`src/rtl/align_rshifter.sv`:
```
// Multi-cycle logical right aligner with sticky: one log2 stage (1,2,4,8..) per clock.
// Latency: SHW cycles from accept to out_valid (ALIGN_RSH_EARLY_EXIT_EN: highest set amt bit + 1).
// Backpressure: in_ready only in IDLE; the result is held stable in DONE until out_ready.
module align_rshifter #(
    parameter int WIDTH = 11,
    parameter int SHW   = 4
) (
    input  logic             clk,
    input  logic             rst,
    input  logic             in_valid,
    output logic             in_ready,
    input  logic [WIDTH-1:0] in_data,
    input  logic [SHW-1:0]   in_amt,
    output logic             out_valid,
    input  logic             out_ready,
    output logic [WIDTH-1:0] out_data,
    output logic             out_sticky
);

    localparam int KW = (SHW > 1) ? $clog2(SHW) : 1;

    typedef enum logic [1:0] {IDLE, SHIFT, DONE} state_t;

    state_t           state_q, state_d;
    logic [WIDTH-1:0] data_q, data_d;
    logic             sticky_q, sticky_d;
    logic [SHW-1:0]   amt_q, amt_d;
    logic [KW-1:0]    k_q, k_d;

    logic [WIDTH-1:0] stage_data;
    logic             stage_lost;
    logic             last_stage;

    // Stage k shifts by 2^k; shifting by >= WIDTH naturally zeroes the word
    // and every bit of it falls into the sticky.
    always_comb begin
        stage_data = data_q;
        stage_lost = 1'b0;
        for (int i = 0; i < SHW; i++) begin
            if (k_q == KW'(i) && amt_q[i]) begin
                stage_data = data_q >> (1 << i);
                for (int b = 0; b < WIDTH; b++) begin
                    if (b < (1 << i)) begin
                        stage_lost = stage_lost | data_q[b];
                    end
                end
            end
        end
    end

`ifdef ALIGN_RSH_EARLY_EXIT_EN
    assign last_stage = ((amt_q >> (int'(k_q) + 1)) == '0);
`else
    assign last_stage = (k_q == KW'(SHW - 1));
`endif

    always_comb begin
        state_d  = state_q;
        data_d   = data_q;
        sticky_d = sticky_q;
        amt_d    = amt_q;
        k_d      = k_q;
        case (state_q)
            IDLE: begin
                if (in_valid) begin
                    data_d   = in_data;
                    amt_d    = in_amt;
                    sticky_d = 1'b0;
                    k_d      = '0;
                    state_d  = SHIFT;
                end
            end
            SHIFT: begin
                data_d   = stage_data;
                sticky_d = sticky_q | stage_lost;
                k_d      = k_q + KW'(1);
                if (last_stage) begin
                    state_d = DONE;
                end
            end
            DONE: begin
                if (out_ready) begin
                    state_d = IDLE;
                end
            end
            default: state_d = IDLE;
        endcase
    end

    always_ff @(posedge clk) begin
        if (rst) begin
            state_q  <= IDLE;
            data_q   <= '0;
            sticky_q <= 1'b0;
            amt_q    <= '0;
            k_q      <= '0;
        end else begin
            state_q  <= state_d;
            data_q   <= data_d;
            sticky_q <= sticky_d;
            amt_q    <= amt_d;
            k_q      <= k_d;
        end
    end

    assign in_ready   = (state_q == IDLE);
    assign out_valid  = (state_q == DONE);
    assign out_data   = data_q;
    assign out_sticky = sticky_q;

endmodule

```
`config.mk`:
```
export PLATFORM = sky130hd
export DESIGN_NAME = align_rshifter
export DESIGN_NICKNAME = d
export VERILOG_FILES = /design/src/rtl/align_rshifter.sv
export SDC_FILE = /design/constraint.sdc
export NUM_CORES = 1
export LEC_CHECK = 0
export CAP_MARGIN = 30
export CORE_ASPECT_RATIO = 1.25
export CORE_UTILIZATION = 40
export CTS_BUF_LIST = sky130_fd_sc_hd__clkbuf_16
export CTS_CLUSTER_SIZE = 28
export DETAILED_ROUTE_END_ITERATION = 7
export PLACE_DENSITY = 0.67
export SYNTH_ARGS = -nofsm -noshare
export SYNTH_HDL_FRONTEND = slang
export SYNTH_SLANG_ARGS = --single-unit
export TNS_END_PERCENT = 5
```
`constraint.sdc`:
```
create_clock -name clk -period 1.7 [get_ports clk]
set_input_delay 0.255 -clock clk [delete_from_list [all_inputs] [get_ports clk]]
set_output_delay 0.255 -clock clk [all_outputs]
set_load 0.01 [all_outputs]
```
==> key figures <==
Cells and area
  • Antenna diodes: 0
  • Layout cell share with drive strength beyond 1: approximately a fifth
  • FF+latch area: a little over 400 um2
  • Finished Layout Cells: 227
  • Fill cell count: 237
  • Area grow syn2layout: 53.7%
  • # nets final: between 200 and 250
  • Multi-input logic area: just over 800 um2

Placed design
  • Routability cong.: 0.834
  • Hpwl dp: roughly 2500 um
  • Pre-CTS setup slack: -0.0324 ns
  • Port Buffers: 32
  • Placed Cells: about 220

Global route
  • GRT Total Usage: a little under a quarter
  • First-pass GRT wire length: between 5000 and 6000 um
  • GR Overflow Total: 0
  • Vias in the first global route: 1214
  • Initial antenna violation count: 0
  • Pin count of the biggest net entering global routing: 13

CTS
  • CTS tree: built
  • Clk buf depth: 2
  • Post-CTS Setup Inserts: 0
  • Clk sink count: 20
  • Clk Latency, worst-skew pair: 0.25 ns
  • Num CTS Buffers: 3
  • CTS root buffer: clkbuf_16
  • H-tree Lvls: 1
  • Clock Pin Slew Worst Setup and Hold Paths: approximately 0.060 ns

Floorplanning
  • Initial Util: between 40% and 50%
  • Core ar.: roughly 2800 um2
  • Io pins: 33
  • Die ar.: about 3200 um2
  • Site row count: 21
  • Die Width: 50.7 um
  • Die Span Y: ~63 um

Drt
  • Post-route ant nets: 0
  • Routed len/inst: between 10 and 15 um
  • Post-route DRC: 0
  • Routed wire length: between 3000 and 4000 um
  • Pre-Repair DR Iteration Count: 4
  • Via count: about 1300
  • Vias per std cell: 5.71
  • Starting DRC count in detailed routing: 57

Power and ir drop
  • LEAKAGE: 0.000731 uW
  • Design Power: about 1600 uW
  • Peak supply drop: roughly 490 uV
  • Gate power share: 22.2%
  • Seq pwr share: between 30% and 40%
  • Clk pwr share: roughly two fifths
  • Net Sw Frac: ~25%
  • Internal: about 1200 uW
  • Power Dens Cells: 854 nW/um2
  • NetSw: about 390 uW

Synth
  • Cell accounting for the most synthesized area: dfxtp_1
  • FF+latch count, synth: 20
  • Post-synthesis sequential area ratio: about a third
  • Yosys cell types: 34
  • Area contributors post-synth: dfxtp_1, nand2_1, nor2_1
  • Post-synthesis cell area: about 1200 um2
  • Post-Syn Instances: 148
  • Yosys top cell area share: 33.8%
  • Syn_area_per_cell: 8.01 um2
  • Synthesized net count: about 170
  • Yosys warns: 0

STA
  • Worst Skew: 0.00200 ns
  • Fmax: around 600 MHz
  • PnR worst setup slack: about 0.032 ns
  • Hold Violations, Final: 0
  • RSZ-0062 raised after global routing: true
  • Max_slew headroom: 76.5%
  • Sum Neg Setup Slack: 0 ns
  • Part of the cycle the worst path needs: 98.1%
  • Final slew viol count: 0
  • Slew @ Worst Pin: roughly 0.35 ns
  • Setup violations, final: 0
  • Crit path time final: ~1.7 ns

Hold path
  • Worst Hold Depth: 2
  • Worst Hold Launch: amt_q[0]
  • Hold Path Class: reg -> reg

Critical path
  • Max incr delay on CP: approximately 0.36 ns
  • CP Class: reg -> reg
  • Crit-path slowest cell: dfxtp_2
  • Reg2reg start: k_q[1]
  • Crit. End Element: register
  • Critical path startpoint: k_q[1]
  • Startpoint types: register
  • CP Max Fanout: 10
  • CP Cell Sequence: inv_2, ha_4, a222oi_1, buf_4, a21oi_4, nor4b_2, a31o_1
  • WP data required: 1.90 ns
  • R2r worst-path depth: 7
  • CP arrival: roughly 1.9 ns

Job
  • Max-cap viol count: 0

Run status
  • Status: complete, no violations
[layout make-up]
cell class              count  share of cell area [%]
multi-input cells         116                    44.3
repair buffers             49                    24.5
flip-flops and latches     20                    22.3
clock buffers               3                    4.12
well taps                  34                    2.34
clock inverters             1                    1.65
inverters                   4                   0.824
[stage by stage]
step | util [%] | cell area (um2) | hold WS (ns)
6_report | 66.0 | 1820 | 0.494
4_1_cts | 64.6 | 1780 | 0.493
2_1_floorplan | - | 1200 | 0.391
3_5_place_dp | 60.2 | 1660 | 0.485
3_3_place_gp | 60.2 | 1660 | 0.483
5_1_grt | 66.0 | 1820 | 0.523
[cells in the mapped netlist (all sizes together)]
cell type   n
nand2      21
mux2i       5
a221oi      2
a22o        1
or3         1
buf         4
inv         4
and3        3
o21ai       6
dfxtp      20
ha          4
a311oi      7
a211o       5
nand3       3
a31o        2
nor2       17
o2111a      1
a21o        1
a22oi       1
and2        1
nor4b       2
a211oi      1
nor3       11
mux2        2
clkbuf      4
nand2b      1
nor2b       2
o41ai       1
a222oi      3
a21oi      11
nor3b       1
[kinds of logic after synthesis]
group	synth area share, %
AOI/OAI and AO/OA	26.4
and+or+nand+nor	25.3
DFF	33.8
adders and majority gates	4.22
buffers and inverters	4.12
muxes	6.12
[flip-flops by register name, indices dropped and copies added, names as in the netlist]
signal      cells
out_sticky      1
out_data       11
k_q             2
state_q         2
amt_q           4
[worst max-delay path, delay by kind of cell, from the launching register on]
kind	cells	cell delay, ns
buf+inv	2	0.26
simple gates	1	0.26
compound gates	3	0.56
fa+ha+maj	1	0.17
flops	1	0.36
[worst paths after layout]
kind | end | slack, ns
setup / recovery | out_data[0] | 0.03
hold / removal | amt_q[0] | 0.49
setup reg to reg | out_data[0] | 0.03
hold reg to reg | amt_q[0] | 0.49
[routing by layer]
layer	vias up	routed length, um	GRT usage, %	part of all wire, %
li1	643	-	-	-
met4	0	57	7.29	1.7
met5	-	0	0	0
met1	614	1420	27.2	43
met3	7	106	3.65	3.2
met2	33	1750	41.0	52
[layout by cell type (no fill, tap or decap), drive strengths merged, types with 3 or more instances in the layout]
cell           Yosys  final
a21oi             11     11
buf                4     17
nand3              3      3
a222oi             3      3
inv                4      4
nor3              11     11
mux2i              5      5
ha                 4      4
o21ai              6      6
a211o              5      5
nor2              17     17
and3               3      3
a311oi             7      7
clkdlybuf4s50      0     31
nand2             21     21
dfxtp             20     20
clkbuf             4      3
[power by group through the flow]
stage / clock, uW / combinational [uW] / sequential (uW)
after CTS: 653 / 334 / 558
after global routing: 673 / 376 / 565
after global placement: 0 / 325 / 566
after floorplan: 0 / 154 / 567
final: 653 / 345 / 558
after detailed placement: 0 / 327 / 567
[timing repair]
action,4_1_cts,5_1_grt
pin swaps,0,2
hold buffers,0,0
endpoints found under the setup margin,3,9
resized for setup,4,6
No activity file was read; power rests on OpenSTA's default activity.
